<file path="src/rtl/seq_div8.sv">
// seq_div8: multi-cycle restoring divider, one quotient bit per clock, start/done handshake.
// Define DIV_SIGNED_EN for signed two's-complement division; undefined gives unsigned division.
module seq_div8 #(
  parameter int WIDTH = 8
) (
  input  logic             clk,
  input  logic             rst,
  input  logic             start,
  input  logic [WIDTH-1:0] A,
  input  logic [WIDTH-1:0] B,
  output logic             busy,
  output logic             done,
  output logic [WIDTH-1:0] QUO,
  output logic [WIDTH-1:0] REM,
  output logic             OV,
  output logic             DVZ
);

  localparam int CW = (WIDTH > 1) ? $clog2(WIDTH) : 1;
  localparam logic [CW-1:0] LAST_STEP = CW'(WIDTH - 1);

  // state | meaning
  // IDLE  | waiting for start, results held
  // DIV   | one restoring step per clock
  // FIX   | sign fix-up, register results, pulse done
  localparam logic [1:0] IDLE = 2'd0;
  localparam logic [1:0] DIV  = 2'd1;
  localparam logic [1:0] FIX  = 2'd2;

  logic [1:0]       state;
  logic [CW-1:0]    cnt;
  logic [WIDTH-1:0] rem;
  logic [WIDTH-1:0] dvd;
  logic [WIDTH-1:0] dsr;
  logic [WIDTH-1:0] a_raw;
  logic             b_zero;
`ifdef DIV_SIGNED_EN
  logic             b_neg;
`endif

  logic [WIDTH-1:0] a_mag, b_mag;
  logic [WIDTH:0]   shifted, trial;
  logic [WIDTH-1:0] q_fix, r_fix;
  logic             ov_fix;

  always_comb begin
`ifdef DIV_SIGNED_EN
    a_mag = A[WIDTH-1] ? -A : A;
    b_mag = B[WIDTH-1] ? -B : B;
`else
    a_mag = A;
    b_mag = B;
`endif
    shifted = {rem, dvd[WIDTH-1]};
    trial   = shifted - {1'b0, dsr};
  end

  always_comb begin
`ifdef DIV_SIGNED_EN
    q_fix  = (a_raw[WIDTH-1] ^ b_neg) ? -dvd : dvd;
    r_fix  = a_raw[WIDTH-1] ? -rem : rem;
    // Only |most-negative| / 1 with like signs leaves bit WIDTH-1 set on a positive result
    ov_fix = ~(a_raw[WIDTH-1] ^ b_neg) & dvd[WIDTH-1];
`else
    q_fix  = dvd;
    r_fix  = rem;
    ov_fix = 1'b0;
`endif
  end

  assign busy = (state != IDLE);

  always_ff @(posedge clk or posedge rst) begin
    if (rst) begin
      state  <= IDLE;
      cnt    <= '0;
      rem    <= '0;
      dvd    <= '0;
      dsr    <= '0;
      a_raw  <= '0;
      b_zero <= 1'b0;
`ifdef DIV_SIGNED_EN
      b_neg  <= 1'b0;
`endif
      done   <= 1'b0;
      QUO    <= '0;
      REM    <= '0;
      OV     <= 1'b0;
      DVZ    <= 1'b0;
    end else begin
      done <= 1'b0;
      case (state)
        IDLE: begin
          if (start) begin
            a_raw  <= A;
            b_zero <= (B == '0);
`ifdef DIV_SIGNED_EN
            b_neg  <= B[WIDTH-1];
`endif
            dvd    <= a_mag;
            dsr    <= b_mag;
            rem    <= '0;
            cnt    <= '0;
            state  <= DIV;
          end
        end
        DIV: begin
          if (trial[WIDTH]) rem <= shifted[WIDTH-1:0];
          else              rem <= trial[WIDTH-1:0];
          dvd <= {dvd[WIDTH-2:0], ~trial[WIDTH]};
          cnt <= cnt + 1'b1;
          if (cnt == LAST_STEP) state <= FIX;
        end
        FIX: begin
          done  <= 1'b1;
          state <= IDLE;
          if (b_zero) begin
            QUO <= '0;
            REM <= a_raw;
            OV  <= 1'b0;
            DVZ <= 1'b1;
          end else begin
            QUO <= q_fix;
            REM <= r_fix;
            OV  <= ov_fix;
            DVZ <= 1'b0;
          end
        end
        default: state <= IDLE;
      endcase
    end
  end

endmodule

</file>
<file path="config.mk">
export PLATFORM = sky130hd
export DESIGN_NAME = seq_div8
export DESIGN_NICKNAME = d
export VERILOG_FILES = /design/src/rtl/seq_div8.sv
export SDC_FILE = /design/constraint.sdc
export NUM_CORES = 1
export LEC_CHECK = 0
export CORE_MARGIN = 3
export CORE_UTILIZATION = 39
export DETAILED_ROUTE_END_ITERATION = 7
export PLACE_DENSITY = 0.68
export SLEW_MARGIN = 30
export SYNTH_ARGS = -nofsm -noshare
export SYNTH_HDL_FRONTEND = slang
export SYNTH_SLANG_ARGS = --single-unit
export TNS_END_PERCENT = 1
</file>
<file path="constraint.sdc">
create_clock -name clk -period 6.5 [get_ports clk]
set_clock_uncertainty 0.1 [all_clocks]
set_input_delay 0.65 -clock clk [delete_from_list [all_inputs] [get_ports clk]]
set_output_delay 0.65 -clock clk [all_outputs]
set_load 0.03 [all_outputs]
</file>
==> reports/metrics.yaml, run 1 <==
ant_nets: 0
cp.arrival_ns: 2.89
synth_seq_cells: 56
maxSlewHeadroom_pct: 44.4
fin_crit_sh_pct: 42.4
grt.overflow.total: 0
io_buffers: 37
slowest_stage: "nor2_2"
finalWirelength_um: 5950
ff_latch_area_sq_um: 1400
end_kind: "register"
timing.fmax_ghz: 0.363
max_stage_delay_ns: 0.45
wl_per_cell_um: 13.7
antenna_found_initial: 0
clock_latency_ns: 0.31
swShare_pct: 44.0
root_buffer: "clkbuf_8"
clk_pin_slew_ns: 0.10
final_nets: 367
grt_pass1_wl_um: 9940
synth-main-ff-cell: "dfrtp_1"
drt_iter0_drc: 140
cts_sinks: 56
fill_cells: 662
ys_async_sr_fraction_pct: 100
p_per_area_nw_per_um2: 531
syn_nets: 341
fin_tns_setup_ns: 0
syn_inst: 311
crit_fanout: 11
multiInputGateArea_sq_um: 1290
grt_pass1_vias: 2042
via_per_inst: 5.11
path_cells: "inv_1, ha_1, fa_1, nand2b_1, a211oi_2, mux2i_1, nor2_2, mux2_2, o21ai_2"
drive_above_1_share_pct: 5.92
start_util_pct: 40.9
dpl.cell_count: 426
grt_util_all_layers_pct: 14.7
busiest_layer: "met2"
post-route-drc-count: 0
sequentialPowerShare_pct: 34.9
final_cells: 434
status: "complete, no violations"
maxCapViolations: 0
coreArea_sq_um: 6940
die-area_sq_um: 8350
p_leak_nw: 1.52
internal_power_uw: 994
gp_congestion: 0.918
combPwrFrac_pct: 54.1
io_pins: 39
num_vias: 2217
clock_path_buffers: 2
vdd_ir_drop_max_mv: 0.157
grt_max_degree: 57
cp-start-kind: "register"
cts_max_level: 2
pwr-share-clk_pct: 11.0
cts_hold_buf: 0
cts_resized: 0
post_cts_buffers: 0
dieHeight_um: 91.4
ys_seq_area_share_pct: 49.3
hp-class: "register to register"
tritoncts: "yes"
crit_required_ns: 6.63
dp_hpwl_um: 4360
antenna_cells: 0
grt_setup_unrepaired: "no"
grt_use_met2_pct: 23.2
setup_viol: 0
synth_edf_count: 0
synth_cell_types: 43
cts_buffers: 5
worstSetupPathType: "register to register"
drv_slew: 0
p_sw_uw: 783
synth-warning-count: 0
fin_crit_ns: 2.75
drt_pass1_iterations: 4
hold_viol: 0
syn_to_final_growth_pct: 17.7
fp.dieW_um: 91.4
grtUsageMet1_pct: 20.7
use_met3_pct: 2.57
rows: 30
worst_pin_slew_ns: 0.834
syn_avg_cell_area_sq_um: 9.14
netlist_area_sq_um: 2840
==> per-stage QoR <==
stage / area [sq um] / power (mW) / hold WS [ns] / setup slack [ns] / util (%)
floorplan: 2840 / 1.36 / 0.345 / 4.10 / -
global placement: 3250 / 1.57 / 0.360 / 3.83 / 46.8
detailed placement: 3250 / 1.59 / 0.369 / 3.76 / 46.8
CTS: 3340 / 1.79 / 0.394 / 3.74 / 48.1
global route: 3340 / 1.93 / 0.408 / 3.58 / 48.2
finish: 3340 / 1.78 / 0.385 / 3.75 / 48.2
==> critical path: cells and delay by family (launching register included) <==
family	cells	cell delay [ns]
compound gates	2	0.32
fa+ha+maj	2	0.62
buf+inv	1	0.07
flops	1	0.36
mux	2	0.54
simple gates	2	0.66
==> registers in the layout, indices dropped and copies added (netlist names) <==
register / cells
DVZ: 1
QUO: 8
REM: 8
a_raw: 8
b_zero: 1
cnt: 3
done: 1
dsr: 8
dvd: 8
r_fix: 8
state: 2
==> placed cells by master, fill, tap and decap left out, types with 7 or more instances in the layout <==
cell	count
nand2_1	70
dfrtp_1	56
o21ai_0	40
clkdlybuf4s50_1	37
inv_1	16
mux2i_1	12
a21oi_1	12
nand3_1	11
ha_1	10
nor2_1	9
and3b_1	7
==> power by group through the flow <==
stage | Sequential, mW | Combinational, mW | Clock, mW
2_1_floorplan | 0.665 | 0.695 | 0
3_3_place_gp | 0.623 | 0.944 | 0
3_5_place_dp | 0.631 | 0.960 | 0
4_1_cts | 0.623 | 0.965 | 0.200
5_1_grt | 0.643 | 1.08 | 0.212
6_report | 0.620 | 0.961 | 0.196
==> Yosys cell counts, types with 2 or more instances <==
master,n,area (sq um)
nor3_1,4,20.0
a21o_1,2,15.0
nand2b_1,6,37.5
inv_1,17,63.8
and3b_1,7,61.3
mux2i_1,12,120
nand2_1,70,263
nand4b_1,2,17.5
ha_1,10,125
dfrtp_1,56,1400
clkbuf_1,15,56.3
nand3_1,11,55.1
o21ai_1,3,15.0
nor4_1,3,18.8
o21ai_0,40,200
o21a_1,2,15.0
mux2_2,3,33.8
buf_6,2,22.5
o31ai_1,2,15.0
a21oi_1,12,60.1
nor2_1,9,33.8
o21ai_2,2,17.5
==> per-layer routing <==
layer | share of wire, % | wire (um)
met5 | 0 | 0
met4 | 1.3 | 77
met3 | 4.3 | 257
met2 | 47 | 2780
met1 | 48 | 2830
==> logic make-up after synthesis <==
kind of cell | after synthesis | synth area share (%)
other | 1 | 0.132
flip-flops | 56 | 49.3
XOR/XNOR | 2 | 0.617
multiplexers | 15 | 5.42
AND/OR/NAND/NOR | 117 | 19.2
AO/OA/AOI/OAI | 72 | 14.7
adder cells (fa/ha/maj) | 11 | 5.11
buffers and inverters | 37 | 5.59
==> final cells by class <==
class	instances	area share (%)
Sequential cell	56	41.9
Multi-Input combinational cell	218	38.5
Timing Repair Buffer	38	11.3
Tap cell	96	3.59
Clock buffer	5	2.06
Inverter	18	2.02
Clock inverter	3	0.636
==> worst paths after layout <==
| check | startpoint | to | slack, ns | cells past startpoint |
|---|---|---|---|---|
| max in group asynchronous | rst | r_fix[1] | 5.10 | 3 |
| worst min-delay path | REM[0] | REM[0] | 0.38 | 2 |
| worst min register to register | REM[0] | REM[0] | 0.38 | 2 |
| min in group asynchronous | rst | dsr[5] | 0.73 | 3 |
| worst max register to register | dvd[7] | r_fix[1] | 3.75 | 9 |
| worst max-delay path | dvd[7] | r_fix[1] | 3.75 | 9 |
(Power assumes the default switching activity.)
==> run 2: changes to the inputs <==
--- a/config.mk
+++ b/config.mk
@@ -8,7 +8,7 @@
 export CORE_MARGIN = 3
 export CORE_UTILIZATION = 39
 export DETAILED_ROUTE_END_ITERATION = 7
-export PLACE_DENSITY = 0.68
+export PLACE_DENSITY = 0.7
 export SLEW_MARGIN = 30
 export SYNTH_ARGS = -nofsm -noshare
 export SYNTH_HDL_FRONTEND = slang
==> constraint.sdc (replaced) <==
create_clock -name clk -period 2.3 [get_ports clk]
set_clock_uncertainty 0.1 [all_clocks]
set_input_delay 0.23 -clock clk [delete_from_list [all_inputs] [get_ports clk]]
set_output_delay 0.23 -clock clk [all_outputs]
set_load 0.03 [all_outputs]
==> run 2 against run 1 <==
The flow now finishes with violations (negative setup slack); sequential share of layout area fell by 2.7 points; fmax rose by 11%; register-to-register slack got worse by 3.9 ns; worst setup slack got worse by 3.9 ns; sequential power rose to 2.8 times the previous value; non-clock buffer count rose by 24; routed wire length rose by 5.4%; worst hold slack got worse by 0.24 ns; critical path type unchanged; largest power group unchanged.
==> reports/metrics.yaml, run 2 (synthesis results as in run 1) <==
design_area_sq_um: 3570
clk_pin_slew_ns: 0.10
crit_required_ns: 2.46
max_stage_delay_ns: 0.48
cts_sinks: 56
cp.arrival_ns: 2.63
drt_pass1_iterations: 4
dpl.cell_count: 445
drive_above_1_share_pct: 13.0
die-area_sq_um: 8350
drv_slew: 0
p_sw_mw: 2.40
antenna_found_initial: 0
utilization_pct: 51.5
rows: 30
violations: "negative setup slack"
slowest_stage: "or4b_1"
root_buffer: "clkbuf_8"
fp.dieW_um: 91.4
p_leak_nw: 1.64
timing.fmax_ghz: 0.403
grt_pass1_vias: 2178
cts_buffers: 5
swShare_pct: 42.8
layout_common_cells: "nand2_1 (70), dfrtp_1 (56), o21ai_0 (40)"
dpl_cell_area_sq_um: 3420
pwr-share-clk_pct: 10.1
end_kind: "register"
antenna_cells: 0
worst_slack_ns: -0.180
combPwrFrac_pct: 59.0
ant_nets: 0
sequentialPowerShare_pct: 30.9
maxSlewHeadroom_pct: 61.0
status: "complete, but fails checks"
worstSetupPathType: "register to register"
vdd_ir_drop_max_mv: 0.673
io_buffers: 37
hold_viol: 0
worst_pin_slew_ns: 0.584
finalWirelength_um: 6270
grt_max_degree: 38
cts_hold_buf: 0
start_util_pct: 40.9
coreArea_sq_um: 6940
pre_cts_slack_ns: -0.201
grt.overflow.total: 0
final_nets: 391
dp_hpwl_um: 4820
grt_setup_unrepaired: "yes"
drt_iter0_drc: 175
cts_max_level: 2
maxCapViolations: 0
dieHeight_um: 91.4
final_common_cell: "nand2_1"
path_cells: "ha_4, fa_2, nand2b_4, a211oi_4, mux2i_1, nor2_2, or4b_1, nand3_1"
io_pins: 39
syn_to_final_growth_pct: 25.8
crit_fanout: 6
tritoncts: "yes"
post-route-drc-count: 0
clock_path_buffers: 2
p_per_area_nw_per_um2: 1570
fin_crit_sh_pct: 108
gp_congestion: 0.863
clock_latency_ns: 0.32
cp-start-kind: "register"
wl_per_cell_um: 13.7
via_per_inst: 4.99
num_vias: 2285
final_cells: 458
grt_pass1_wl_um: 10700
fin_crit_ns: 2.48
setup_viol: 8
internal_power_mw: 3.20
grt_util_all_layers_pct: 15.9
whs_ns: 0.142
hp-class: "input port to asynchronous set/reset pin"
[run 2: changes by cell type in the layout (fill, tap and decap cells not counted), sizes merged]
cell / delta
buf: +24
[run 2: metrics by stage]
stage	total power, mW	setup TNS (ns)
final	5.60	-0.768
after global routing	6.09	-1.71
after CTS	5.58	-0.932
after detailed placement	4.93	-1.05
after global placement	4.83	-0.277
after floorplan	3.90	-0.00682
[run 2: per-layer routing]
metal | global-route usage, % | vias up | routed length (um)
met5 | 0 | - | 0
met4 | 3.02 | 0 | 52
met3 | 3.15 | 5 | 249
met2 | 25.6 | 43 | 3020
met1 | 22.3 | 1085 | 2950
li1 | - | 1152 | -
[run 2: worst paths after layout]
| path | start | end | slack [ns] | cells after the start |
|---|---|---|---|---|
| setup / recovery | dsr[0] | r_fix[6] | -0.18 | 8 |
| hold / removal | rst | dsr[5] | 0.14 | 2 |
| setup reg to reg | dsr[0] | r_fix[6] | -0.18 | 8 |
| hold reg to reg | a_raw[7] | a_raw[7] | 0.39 | 2 |
| max in group asynchronous | rst | r_fix[6] | 1.42 | 3 |
| min in group clk | A[4] | a_raw[4] | 0.36 | 3 |
[run 2: cell type report]
cell class	instances	area (sq um)
Fill cell	668	3370
Sequential cell	56	1400
Multi-Input combinational cell	218	1320
Timing Repair Buffer	62	571
Tap cell	96	120
Clock buffer	5	68.8
Inverter	18	67.6
Clock inverter	3	27.5
[run 2: timing repair]
item                                    in CTS  in global routing
hold endpoints to repair                     0                  0
pin swaps                                    4                  1
gates resized for setup                      2                  1
endpoints found under the setup margin       8                  9
setup buffers                                4                  1
[run 2: worst max-delay path: cells and delay by family (launching register included)]
kind                     cells  cell delay, ns
multiplexers                 1            0.31
AND/OR/NAND/NOR              4            0.85
AO/OA/AOI/OAI                1            0.21
flip-flops                   1            0.43
adder cells (fa/ha/maj)      2            0.52
[run 2: power groups by stage]
stage	sequential, mW	clock, mW	combinational [mW]
global route	1.80	0.611	3.69
CTS	1.74	0.577	3.27
global placement	1.73	0	3.11
finish	1.73	0.564	3.30
floorplan	1.88	0	2.02
detailed placement	1.75	0	3.18
